==> config.mk <==
export PLATFORM = sky130hd
export DESIGN_NAME = mem_access_stage
export DESIGN_NICKNAME = d
export VERILOG_FILES = /design/src/rtl/mem_stage_pkg.sv /design/src/rtl/mem_stage_timer.sv /design/src/rtl/mem_access_stage.sv
export SDC_FILE = /design/constraint.sdc
export NUM_CORES = 1
export LEC_CHECK = 0
export CORE_MARGIN = 2
export CORE_UTILIZATION = 60
export CTS_CLUSTER_DIAMETER = 80
export CTS_CLUSTER_SIZE = 25
export DETAILED_ROUTE_END_ITERATION = 10
export DONT_BUFFER_PORTS = 1
export PLACE_DENSITY_LB_ADDON = 0.1
export SYNTH_ARGS = -nofsm -noshare
export SYNTH_HDL_FRONTEND = slang
export SYNTH_SLANG_ARGS = --single-unit
export TNS_END_PERCENT = 10
==> constraint.sdc <==
create_clock -name clk -period 2.2 [get_ports clk]
set_input_delay 0.22 -clock clk [delete_from_list [all_inputs] [get_ports clk]]
set_output_delay 0.22 -clock clk [all_outputs]
set_load 0.05 [all_outputs]
==> src/rtl/mem_stage_pkg.sv <==
// Shared types and defaults for the MEM pipeline stage controller.
package mem_stage_pkg;

  typedef enum logic [1:0] {
    IDLE = 2'b00,
    WAIT = 2'b01,
    DONE = 2'b10
  } state_t;

  localparam int FLAG_W      = 3;
  localparam int DEF_DATA_W  = 16;
  localparam int DEF_REG_W   = 4;
  localparam int DEF_TIMEOUT = 8;

  // A load or store only counts when EX/MEM holds a real instruction.
  function automatic logic is_mem_op(input logic valid, input logic rd, input logic wr);
    return valid & (rd | wr);
  endfunction

endpackage

==> src/rtl/mem_stage_timer.sv <==
// Clearable WAIT-cycle counter; expired is high during the TIMEOUT-th counted cycle.
module mem_stage_timer #(
  parameter int TIMEOUT = 8
) (
  input  logic clk,
  input  logic rst,
  input  logic clr,
  input  logic en,
  output logic expired
);

  localparam int CNT_W = $clog2(TIMEOUT + 1);

  logic [CNT_W-1:0] cnt;

  // cnt holds completed WAIT cycles, so the current cycle is number cnt+1.
  assign expired = en && (cnt == CNT_W'(TIMEOUT - 1));

  // NOTE: sequential state uses non-blocking assignments so every flop samples
  // pre-edge values regardless of block evaluation order.
  always_ff @(posedge clk or posedge rst) begin
    if (rst) begin
      cnt <= '0;
    end else if (clr) begin
      cnt <= '0;
    end else if (en && !expired) begin
      cnt <= cnt + 1'b1;
    end
  end

endmodule

==> src/rtl/mem_access_stage.sv <==
// MEM stage controller: req/ack data-memory access with timeout, upstream stall and MEM/WB bubbles.
// Optional build macro MEM_STALL_CNT_EN adds a saturating stall_cnt output.
module mem_access_stage
  import mem_stage_pkg::*;
#(
  parameter int DATA_W  = DEF_DATA_W,
  parameter int REG_W   = DEF_REG_W,
  parameter int TIMEOUT = DEF_TIMEOUT
) (
  input  logic              clk,
  input  logic              rst,
  input  logic              ex_valid,
  input  logic [DATA_W-1:0] ex_alu_out,
  input  logic [DATA_W-1:0] ex_store_data,
  input  logic              ex_mem_read,
  input  logic              ex_mem_write,
  input  logic              ex_reg_write,
  input  logic [REG_W-1:0]  ex_dst_reg,
  input  logic [FLAG_W-1:0] ex_flags,
  output logic              mem_req,
  output logic              mem_we,
  output logic [DATA_W-1:0] mem_addr,
  output logic [DATA_W-1:0] mem_wdata,
  input  logic [DATA_W-1:0] mem_rdata,
  input  logic              mem_ack,
  output logic              stall,
  output logic              wb_valid,
  output logic [DATA_W-1:0] wb_alu_out,
  output logic [DATA_W-1:0] wb_mem_out,
  output logic [REG_W-1:0]  wb_dst_reg,
  output logic              wb_mem_to_reg,
  output logic              wb_reg_write,
  output logic [FLAG_W-1:0] wb_flags,
  output logic              mem_err
`ifdef MEM_STALL_CNT_EN
  ,
  output logic [15:0]       stall_cnt
`endif
);

  state_t            state;
  logic [DATA_W-1:0] rdata_q;
  logic              mem_op;
  logic              timed_out;
  logic              is_load;

  assign mem_op  = is_mem_op(ex_valid, ex_mem_read, ex_mem_write);
  // A simultaneous read+write is treated as a store.
  assign is_load = ex_mem_read & ~ex_mem_write;

  mem_stage_timer #(
    .TIMEOUT(TIMEOUT)
  ) u_timer (
    .clk    (clk),
    .rst    (rst),
    .clr    (state != WAIT),
    .en     (state == WAIT),
    .expired(timed_out)
  );

  always_ff @(posedge clk or posedge rst) begin
    if (rst) begin
      state     <= IDLE;
      mem_req   <= 1'b0;
      mem_we    <= 1'b0;
      mem_addr  <= '0;
      mem_wdata <= '0;
      mem_err   <= 1'b0;
      rdata_q   <= '0;
    end else begin
      case (state)
        IDLE: begin
          if (mem_op) begin
            mem_addr  <= ex_alu_out;
            mem_wdata <= ex_store_data;
            mem_we    <= ex_mem_write;
            mem_req   <= 1'b1;
            state     <= WAIT;
          end
        end
        WAIT: begin
          // An ack in the final timeout cycle still completes the access.
          if (mem_ack) begin
            if (!mem_we) begin
              rdata_q <= mem_rdata;
            end
            mem_req <= 1'b0;
            state   <= DONE;
          end else if (timed_out) begin
            mem_err <= 1'b1;
            rdata_q <= '0;
            mem_req <= 1'b0;
            state   <= DONE;
          end
        end
        DONE: begin
          state <= IDLE;
        end
        default: begin
          mem_req <= 1'b0;
          state   <= IDLE;
        end
      endcase
    end
  end

  // Gated by rst so an abort releases the upstream freeze in the same cycle.
  assign stall = ~rst & (((state == IDLE) & mem_op) | (state == WAIT));

  // NOTE: every always_comb output gets a default first; a path that skips an
  // assignment would otherwise infer a latch.
  always_comb begin
    wb_valid      = 1'b0;
    wb_alu_out    = '0;
    wb_mem_out    = '0;
    wb_dst_reg    = '0;
    wb_mem_to_reg = 1'b0;
    wb_reg_write  = 1'b0;
    wb_flags      = '0;
    case (state)
      IDLE: begin
        if (!mem_op) begin
          wb_valid     = ex_valid;
          wb_alu_out   = ex_alu_out;
          wb_dst_reg   = ex_dst_reg;
          wb_reg_write = ex_valid & ex_reg_write;
          wb_flags     = ex_flags;
        end
      end
      DONE: begin
        wb_valid      = ex_valid;
        wb_alu_out    = ex_alu_out;
        wb_mem_out    = rdata_q;
        wb_dst_reg    = ex_dst_reg;
        wb_mem_to_reg = ex_valid & is_load;
        wb_reg_write  = ex_valid & ex_reg_write;
        wb_flags      = ex_flags;
      end
      default: begin
      end
    endcase
  end

`ifdef MEM_STALL_CNT_EN
  always_ff @(posedge clk or posedge rst) begin
    if (rst) begin
      stall_cnt <= '0;
    end else if (stall && (stall_cnt != 16'hFFFF)) begin
      stall_cnt <= stall_cnt + 16'd1;
    end
  end
`endif

endmodule

==> qor.csv <==
stage,metric,value,unit
clock_network,Num CTS Buffers,9,
clock_network,clock sink count,57,
finish,number of diodes,0,
setup_path,Setup crit end kind,output port,
clock_network,hold buffer count at CTS,1,
placement,Place WS,0.407,ns
finish,Layout area overhead,27.6,%
clock_network,TritonCTS clock tree,yes,
finish,nets@finish,323,
power_and_ir_drop,switching portion of total power,44.6,%
power_and_ir_drop,PD cells,1420,nW/um^2
power_and_ir_drop,VDD IR max,966,uV
sta,fin worst setup slack,0.204,ns
synthesis,Post-Syn Nets,289,
floorplanning,width of the die,71.1,um
clock_network,worst skew pair latency,0.32,ns
synthesis,Netlist Area Pre-Place,2700,um^2
synthesis,Synthesis Warnings,0,
clock_network,H-tree levels,3,
global_route,first-pass GRT wire length,10.0,mm
global_route,GRT Util Overall,26.0,%
clock_network,clock buffer depth,2,
status,outcome,finished clean,
synthesis,mux cell area share after synthesis,17.6,%
drt,drc violations,0,
finish,design area,3450,um^2
floorplanning,num ports,140,
floorplanning,Initial Util,62.1,%
floorplanning,core area,4350,um^2
drt,DRT iter0 DRCs,81,
setup_path,Worst setup SP type,flip-flop,
sta,max_slew headroom,56.3,%
power_and_ir_drop,leak pwr,1.57,nW
sta,minimum clock period after layout,2.00,ns
clock_network,clock slew at reported path FFs,0.07,ns
synthesis,register bit total from synthesis,57,
synthesis,largest family of logic cells by synthesized area,simple AND/OR/NAND/NOR gates,
synthesis,simple-gate share of the synthesized area,19.3,%
synthesis,Post-Synth XOR/XNOR Area,0.648,%
setup_path,WS Path Type,flip-flop to output port,
sta,Final setup viols,0,
global_route,initial antenna violation count,0,
synthesis,"Avg Cell Area, Syn",12.0,um^2
synthesis,Compound-Gate Fraction of Synth Area,5.00,%
synthesis,Syn Inst Count,226,
sta,fmax,501,MHz
sta,Slew Limit Fails,0,
power_and_ir_drop,Clk pwr share,21.3,%
placement,dpl hpwl,4.83,mm
floorplanning,Die Area,5060,um^2
synthesis,distinct cell type count after synthesis,35,
drt,final WL,6.20,mm
clock_network,post-CTS setup-driven buffer insertion count,0,
drt,DR vias/cell,5.66,
power_and_ir_drop,combinational power share,27.5,%
clock_network,clk root buf,clkbuf_8,
sta,RSZ-0062 raised after global routing,no,
finish,Filler Cells Inserted,272,
global_route,number of global-route vias before repair,2000,
power_and_ir_drop,Final Power,4.90,mW
sta,clock skew,0.00546,ns
power_and_ir_drop,Seq pwr share,51.2,%
placement,Placed Instance Area,3230,um^2
placement,port buffer count,0,
drt,Vias,1793,
run,max_cap viols,0,
finish,ratio of cells with drive above 1 in the final layout,34.3,%
synthesis,area share of fa/ha/maj cells after synthesis,0.463,%
power_and_ir_drop,switching power,2.19,mW
synthesis,sequential area share after synthesis,52.8,%
drt,DRT Pass-1 Iters,4,
hold_path,worst min path class,input port to flip-flop,
global_route,largest net degree at the start of global routing,24,
sta,setup tns final,0,ns
placement,GPL Wtd Cong,0.796,
placement,placed cells,300,
finish,final std cells w/o fill,317,
floorplanning,Die H,71.1,um
sta,worst slew pin tran,0.652,ns
power_and_ir_drop,Power Internal,2.71,mW
floorplanning,Rows,24,
sta,final hold viol count,0,
sta,fin crit share,90.7,%
clock_network,CTS resizes,0,
global_route,gr ovfl total,0,
setup_path,"Req. time, crit path",1.98,ns
drt,Routed Antenna Nets,0,
drt,Avg WL per Cell,19.6,um
setup_path,CP Max Fanout,23,
setup_path,"Arr. time, crit path",1.78,ns
==> worst max-delay path, cell delays in order (launching register included) <==
cell	delay, ns
dfrtp_1	0.48
o21ba_2	0.22
a21oi_1	0.14
buf_4	0.23
and2_1	0.22
buf_12	0.16
==> power groups by stage <==
stage,logic [mW],registers (mW),clock network (mW)
floorplan,1.00,2.42,0
global placement,1.29,2.51,0
detailed placement,1.35,2.53,0
CTS,1.36,2.51,1.06
global route,1.44,2.55,1.11
finish,1.35,2.51,1.04
==> layer usage <==
layer	up-vias	wire [um]	global-route usage (%)
met5	-	0	0
li1	813	-	-
met2	88	3270	42.7
met1	886	2410	31.8
met4	0	48	11.7
met3	6	471	7.69
==> final timing paths <==
check,startpoint,end,slack [ns],cells after the start
max in group asynchronous,rst,mem_addr[14],1.20,3
min in group asynchronous,rst,mem_addr[9],0.38,2
min reg2reg,rdata_q[1],rdata_q[1],0.52,2
min,mem_rdata[14],rdata_q[14],0.02,2
max,state[1],wb_alu_out[7],0.20,5
max reg2reg,mem_we,rdata_q[3],0.41,3
==> registers in the layout, indices dropped and copies added (netlist names) <==
name	flops
mem_req	1
rdata_q	16
mem_addr	16
u_timer.cnt	4
mem_we	1
state	2
mem_err	1
mem_wdata	16
==> cells by family (layout without fill, tap and decap cells) <==
kind of cell / Yosys count / after routing
simple gates: 95 / 95
xor+xnor: 2 / 2
flops: 57 / 57
fa+ha+maj: 1 / 1
mux: 33 / 33
compound gates: 24 / 24
buf+inv: 14 / 53
==> stage by stage <==
| step | hold slack, ns | utilization, % |
|---|---|---|
| global route | 0.00817 | 79.2 |
| floorplan | 0.337 | - |
| global placement | 0.136 | 74.1 |
| detailed placement | 0.149 | 74.1 |
| CTS | 0.00180 | 79.2 |
| finish | 0.0199 | 79.2 |
==> final cells by class <==
class / count / area (um^2) / share of cell area (%)
well taps: 52 / 65.1 / 1.89
inverters: 2 / 7.51 / 0.218
repair buffers: 35 / 566 / 16.4
flip-flops and latches: 57 / 1430 / 41.3
clock inverters: 5 / 80.1 / 2.32
multi-input cells: 155 / 1170 / 34.0
clock buffers: 11 / 131 / 3.81
==> cells in the mapped netlist (all sizes together) <==
cell type	count	area share [%]
or2	2	0.46
o21bai	1	0.28
or2b	1	0.42
nand3b	1	0.28
xnor2	1	0.32
o21ba	1	0.37
and2	40	9.3
mux2	33	18
a31oi	1	0.23
nand3	1	0.18
buf	6	3.0
nor2	4	0.56
nor3	5	1.1
clkbuf	6	0.93
ha	1	0.46
nand2	35	4.9
nand2b	1	0.23
dfrtp	57	53
nor2b	2	0.74
a211oi	1	0.28
and3b	1	0.32
o22a	1	0.32
inv	2	0.28
xor2	1	0.32
nand4bb	1	0.42
a21oi	2	0.37
o21ai	17	3.1
and4bb	1	0.46
==> cell usage in the layout (no fill, tap or decap), types with 3 or more instances in the layout <==
master / instances
mux2_4: 28
nand2_1: 35
buf_12: 24
nor3_1: 3
buf_4: 10
o21ai_0: 15
dfrtp_1: 57
nor2_1: 4
and2_1: 40
clkbuf_8: 9
mux2_2: 5
(Power assumes the default switching activity.)
